File: src/rtl/mpc_cfg_pkg.sv
// Shared types and constants for the pad-mux configuration controller.
package mpc_cfg_pkg;

  // Blank/settle counter must hold any duration in 1..255.
  localparam int unsigned CNT_W = $clog2(256);

  typedef logic [3:0] cfg_code_t;

  typedef enum logic [1:0] {
    ST_IDLE   = 2'd0,
    ST_BLANK  = 2'd1,
    ST_SETTLE = 2'd2
  } state_e;

endpackage

File: src/rtl/mpc_cfg_timer.sv
// Down-counter timing the blank and settle intervals.
module mpc_cfg_timer
  import mpc_cfg_pkg::*;
#(
  parameter logic [CNT_W-1:0] RST_VAL = CNT_W'(1)
) (
  input  logic             clk_i,
  input  logic             rst_i,
  input  logic             load_i,
  input  logic [CNT_W-1:0] load_val_i,
  output logic             zero_o
);

  logic [CNT_W-1:0] cnt_q;

  // Load on state entry, otherwise count down and rest at zero.
  always_ff @(posedge clk_i) begin
    if (rst_i) begin
      cnt_q <= RST_VAL;
    end else if (load_i) begin
      cnt_q <= load_val_i;
    end else if (cnt_q != '0) begin
      cnt_q <= cnt_q - CNT_W'(1);
    end
  end

  // The count reaches zero at the coming edge, so a load of N yields exactly N cycles.
  always_comb zero_o = (cnt_q == CNT_W'(1));

endmodule

File: src/rtl/mpc_cfg_ctrl.sv
// Pad-mux configuration controller: blanks pad OEs around a configuration switch.
// Optional feature: define MPC_CFG_LOCK_EN to add the cfg_lock input and lock flag.
module mpc_cfg_ctrl
  import mpc_cfg_pkg::*;
#(
  parameter int unsigned BLANK_CYCLES  = 4,
  parameter int unsigned SETTLE_CYCLES = 2,
  parameter cfg_code_t   DEFAULT_CFG   = 4'h0,
  parameter logic [15:0] LEGAL_MASK    = 16'hFFFF
) (
  input  logic       wb_clk_i,
  input  logic       wb_rst_i,
  input  logic       cfg_req_valid,
  input  logic [3:0] cfg_req_data,
`ifdef MPC_CFG_LOCK_EN
  input  logic       cfg_lock,
`endif
  output logic       cfg_req_ready,
  output logic [3:0] configuration,
  output logic       oe_blank,
  output logic       cfg_done,
  output logic       cfg_err,
  output logic [7:0] change_count
);

  state_e    state_q, state_d;
  cfg_code_t cfg_q, cfg_d;
  cfg_code_t pend_q, pend_d;
  logic      busy_q, busy_d;
  logic      done_q, done_d;
  logic      err_q, err_d;
  logic [7:0] cnt_q, cnt_d;

  logic accept, legal, start, enter_settle, finish, locked, tmr_zero;
  logic [CNT_W-1:0] tmr_load_val;

`ifdef MPC_CFG_LOCK_EN
  logic lock_q, lock_d;

  // Lock flag: set by cfg_lock sampled in IDLE, cleared only by reset.
  always_ff @(posedge wb_clk_i) begin
    if (wb_rst_i) lock_q <= 1'b0;
    else          lock_q <= lock_d;
  end

  always_comb begin
    lock_d = lock_q | ((state_q == ST_IDLE) & cfg_lock);
    locked = lock_q;
  end
`else
  always_comb locked = 1'b0;
`endif

  // Request decode; busy_q distinguishes a user switch from the post-reset sequence.
  always_comb begin
    accept       = (state_q == ST_IDLE) & cfg_req_valid;
    legal        = LEGAL_MASK[cfg_req_data] & ~locked;
    start        = accept & legal & (cfg_req_data != cfg_q);
    enter_settle = (state_q == ST_BLANK) & tmr_zero;
    finish       = (state_q == ST_SETTLE) & tmr_zero;
    tmr_load_val = start ? CNT_W'(BLANK_CYCLES) : CNT_W'(SETTLE_CYCLES);
  end

  mpc_cfg_timer #(
    .RST_VAL(CNT_W'(BLANK_CYCLES))
  ) u_timer (
    .clk_i      (wb_clk_i),
    .rst_i      (wb_rst_i),
    .load_i     (start | enter_settle),
    .load_val_i (tmr_load_val),
    .zero_o     (tmr_zero)
  );

  // State register.
  always_ff @(posedge wb_clk_i) begin
    if (wb_rst_i) state_q <= ST_BLANK;
    else          state_q <= state_d;
  end

  // Next-state logic.
  always_comb begin
    state_d = state_q;
    case (state_q)
      ST_IDLE:   if (start)        state_d = ST_BLANK;
      ST_BLANK:  if (enter_settle) state_d = ST_SETTLE;
      ST_SETTLE: if (finish)       state_d = ST_IDLE;
      default:                     state_d = ST_BLANK;
    endcase
  end

  // State-decoded outputs.
  always_comb begin
    cfg_req_ready = (state_q == ST_IDLE);
    oe_blank      = (state_q != ST_IDLE);
  end

  // Datapath next-state: pending code, applied code, status and change counter.
  always_comb begin
    pend_d = start ? cfg_req_data : pend_q;
    cfg_d  = (enter_settle & busy_q) ? pend_q : cfg_q;
    busy_d = start | (busy_q & ~finish);
    done_d = (accept & ~start) | (finish & busy_q);
    err_d  = err_q | (accept & ~legal);
    cnt_d  = cnt_q;
    if (enter_settle && busy_q && (cnt_q != '1)) cnt_d = cnt_q + 8'd1;
  end

  // Datapath registers.
  always_ff @(posedge wb_clk_i) begin
    if (wb_rst_i) begin
      cfg_q  <= DEFAULT_CFG;
      pend_q <= DEFAULT_CFG;
      busy_q <= 1'b0;
      done_q <= 1'b0;
      err_q  <= 1'b0;
      cnt_q  <= '0;
    end else begin
      cfg_q  <= cfg_d;
      pend_q <= pend_d;
      busy_q <= busy_d;
      done_q <= done_d;
      err_q  <= err_d;
      cnt_q  <= cnt_d;
    end
  end

  always_comb begin
    configuration = cfg_q;
    cfg_done      = done_q;
    cfg_err       = err_q;
    change_count  = cnt_q;
  end

endmodule

File: config.mk
export PLATFORM = sky130hd
export DESIGN_NAME = mpc_cfg_ctrl
export DESIGN_NICKNAME = d
export VERILOG_FILES = /design/src/rtl/mpc_cfg_pkg.sv /design/src/rtl/mpc_cfg_timer.sv /design/src/rtl/mpc_cfg_ctrl.sv
export SDC_FILE = /design/constraint.sdc
export NUM_CORES = 1
export LEC_CHECK = 0
export ABC_AREA = 1
export BUFFER_PORTS_ARGS = -buffer_cell sky130_fd_sc_hd__buf_2
export CAP_MARGIN = 20
export CELL_PAD_IN_SITES_DETAIL_PLACEMENT = 0
export CELL_PAD_IN_SITES_GLOBAL_PLACEMENT = 2
export CORE_MARGIN = 4
export CORE_UTILIZATION = 36
export CTS_BUF_LIST = sky130_fd_sc_hd__clkbuf_8
export CTS_CLUSTER_DIAMETER = 80
export CTS_CLUSTER_SIZE = 16
export DETAILED_ROUTE_END_ITERATION = 8
export PLACE_DENSITY = 0.9
export SLEW_MARGIN = 5
export SYNTH_ARGS = -nofsm -noshare
export SYNTH_HDL_FRONTEND = slang
export SYNTH_SLANG_ARGS = --single-unit
File: constraint.sdc
create_clock -name wb_clk_i -period 2.99 [get_ports wb_clk_i]
set_clock_uncertainty 0.05 [all_clocks]
set_input_delay 0.299 -clock wb_clk_i [delete_from_list [all_inputs] [get_ports wb_clk_i]]
set_output_delay 0.299 -clock wb_clk_i [all_outputs]
set_load 0.05 [all_outputs]
==> flow_metrics.env <==
export IMPL_cts_resized_gates=0
export IMPL_status="finished, final reports clean"
export IMPL_clkSinkCount=28
export IMPL_fmax_mhz=549
export IMPL_syn_area_per_cell_um2=7.49
export IMPL_die_h_um=72.0
export IMPL_cts_buffers=3
export IMPL_ant_nets=0
export IMPL_netlist_cell_type_count=29
export IMPL_p_int_w=0.000710
export IMPL_dpl_hpwl_mm=2.17
export IMPL_path_buf_inv=2
export IMPL_syn_to_final_growth_pct=11.8
export IMPL_grt_pass1_wl_mm=5.21
export IMPL_die_width_um=72.0
export IMPL_power_leakage_nw=0.762
export IMPL_setup_ws_ns=1.17
export IMPL_post_place_ws_ns=1.18
export IMPL_period_share=0.610
export IMPL_die_area_um2=5190
export IMPL_cts_tree="yes"
export IMPL_max_stage_delay_ns=0.36
export IMPL_syn_inst=197
export IMPL_antenna_found_initial=0
export IMPL_grtUsageMet1=0.167
export IMPL_crit_path_end_kind="flop"
export IMPL_synth_nets=211
export IMPL_dr_pass1_iters=4
export IMPL_utilization=0.415
export IMPL_fin_tns_setup_ns=0
export IMPL_yosys_warnings=0
export IMPL_ctsHoldBuffers=0
export IMPL_cts_root_buf="clkbuf_8"
export IMPL_layout_min_cycle_time_ns=1.82
export IMPL_clock_latency_ns=0.27
export IMPL_clkPwrFrac=0.168
export IMPL_drive_above_1_share=0.157
export IMPL_seqPwrFrac=0.416
export IMPL_swShare=0.402
export IMPL_overflow=0
export IMPL_rsz0062_at_grt="false"
export IMPL_vias=1222
export IMPL_maxCapViolations=0
export IMPL_num_rows=23
export IMPL_n_antenna_cell=0
export IMPL_ys_ff_latch=28
export IMPL_final_common_cell="nand2_1"
export IMPL_crit_family="simple AND/OR/NAND/NOR gates"
export IMPL_crit_chain="inv_1, ha_1, nand2_1, inv_1, nand2_1, nand3_1, a211oi_1"
export IMPL_synth_area_um2=1480
export IMPL_start_kind="flop"
export IMPL_cp_slowest_cell="dfxtp_1"
export IMPL_use_met2=0.197
export IMPL_ys_seq_area_frac=0.380
export IMPL_path_clk_slew_ns=0.09
export IMPL_grt_max_degree=18
export IMPL_io_pins=23
export IMPL_cp_arrival_ns=1.96
export IMPL_drc=0
export IMPL_cellPowerDensity_nw_per_um2=720
export IMPL_place_gp_congestion=0.730
export IMPL_p_sw_w=0.000477
export IMPL_drt_first_iter_violations=61
export IMPL_routedWlPerCell_um=11.3
export IMPL_finalHoldViolations=0
export IMPL_cp_required_ns=3.13
export IMPL_grt_use_total=0.123
export IMPL_total_power_w=0.00119
export IMPL_cts_htree_levels=1
export IMPL_path_max_fanout=14
export IMPL_cts_buffer_depth=2
export IMPL_use_met3=0.0194
export IMPL_start_util=0.371
export IMPL_port_buffers=21
export IMPL_grt_pass1_vias=1132
export IMPL_final_cell_mix="nand2_1, dfxtp_1, inv_1, a21oi_1, buf_2"
export IMPL_post_cts_buffers=0
export IMPL_hold_path_class="in -> reg"
export IMPL_dpl_instance_area_um2=1610
export IMPL_fin_nets=232
export IMPL_top_usage_layer="met2"
export IMPL_vias_per_cell=4.59
export IMPL_fin_area_um2=1650
export IMPL_p_comb_frac=0.416
export IMPL_core_um2=3970
export IMPL_wirelength_mm=3.00
export IMPL_ir_drop_v=0.000229
export IMPL_drv_slew=0
export IMPL_setup_viol=0
export IMPL_worstSetupPathType="reg -> reg"
-- metrics by stage --
step | std cells | hold slack, ns
floorplan | 197 | 0.318
detailed placement | 263 | 0.393
CTS | 266 | 0.307
global placement | 263 | 0.395
global route | 266 | 0.315
finish | 266 | 0.304
-- synthesized netlist by cell type --
cell | count | share of area
nor3_1 | 2 | 0.0068
buf_2 | 1 | 0.0034
and3_2 | 1 | 0.0051
nand2_1 | 40 | 0.10
conb_1 | 1 | 0.0025
clkbuf_1 | 2 | 0.0051
xor2_1 | 4 | 0.024
inv_1 | 23 | 0.059
and3_1 | 1 | 0.0042
xnor2_1 | 5 | 0.030
nor2_4 | 2 | 0.015
nor2_8 | 1 | 0.014
nand4_1 | 2 | 0.0085
o22ai_1 | 1 | 0.0042
nor2_1 | 14 | 0.036
dfxtp_1 | 28 | 0.38
nand2_2 | 1 | 0.0042
a211oi_1 | 1 | 0.0051
a21oi_1 | 21 | 0.071
buf_8 | 1 | 0.010
buf_4 | 1 | 0.0051
nand2_4 | 3 | 0.023
nand4_2 | 1 | 0.0085
or2_2 | 1 | 0.0042
a31oi_1 | 1 | 0.0042
ha_1 | 7 | 0.059
nand3b_1 | 1 | 0.0051
o21ai_0 | 10 | 0.034
nand3_1 | 20 | 0.068
-- sequential cells by signal, indices dropped and copies added (netlist names) --
signal	cells
change_count	8
u_timer.cnt_q	8
configuration	4
pend_q	4
state_q	2
busy_q	1
cfg_done	1
-- power by group through the flow --
| stage | Clock [W] | Combinational, W | Sequential, W |
|---|---|---|---|
| final | 0.000199 | 0.000494 | 0.000494 |
| after detailed placement | 0 | 0.000495 | 0.000503 |
| after global routing | 0.000219 | 0.000566 | 0.000503 |
| after global placement | 0 | 0.000499 | 0.000502 |
| after floorplan | 0 | 0.000408 | 0.000498 |
| after CTS | 0.000207 | 0.000497 | 0.000494 |
-- routing by layer --
| layer | vias up | part of all wire |
|---|---|---|
| met3 | 2 | 0.041 |
| met2 | 21 | 0.43 |
| li1 | 675 | - |
| met1 | 524 | 0.52 |
| met4 | 0 | 0.0090 |
| met5 | - | 0 |
-- worst register-to-register path, cell delays in order (launching register included) --
cell and delay, ns:
dfxtp_1 0.36, inv_1 0.07, ha_1 0.24, nand2_1 0.08
inv_1 0.05, nand2_1 0.34, nand3_1 0.31, a211oi_1 0.23
-- cell families after synthesis --
| kind of cell | share of synthesized area |
|---|---|
| AO/OA/AOI/OAI | 0.119 |
| XOR/XNOR | 0.0534 |
| adder cells (fa/ha/maj) | 0.0594 |
| buffers and inverters | 0.0823 |
| flip-flops | 0.380 |
| other | 0.00254 |
| AND/OR/NAND/NOR | 0.304 |
-- path summary, 6_finish.rpt --
path / start / slack [ns] / endpoint / cells past startpoint
worst max-delay path: state_q[0] / 1.17 / u_timer.cnt_q[3] / 7
worst min-delay path: cfg_req_data[3] / 0.30 / pend_q[3] / 3
worst max register to register: state_q[0] / 1.17 / u_timer.cnt_q[3] / 7
worst min register to register: pend_q[1] / 0.40 / configuration[1] / 2
-- area by class of cell --
class | count | area, um2
Clock buffer | 3 | 41.3
Fill cell | 418 | 2320
Inverter | 23 | 86.3
Multi-Input combinational cell | 141 | 793
Sequential cell | 28 | 561
Tap cell | 50 | 62.6
Timing Repair Buffer | 21 | 105
(Power assumes the default switching activity.)
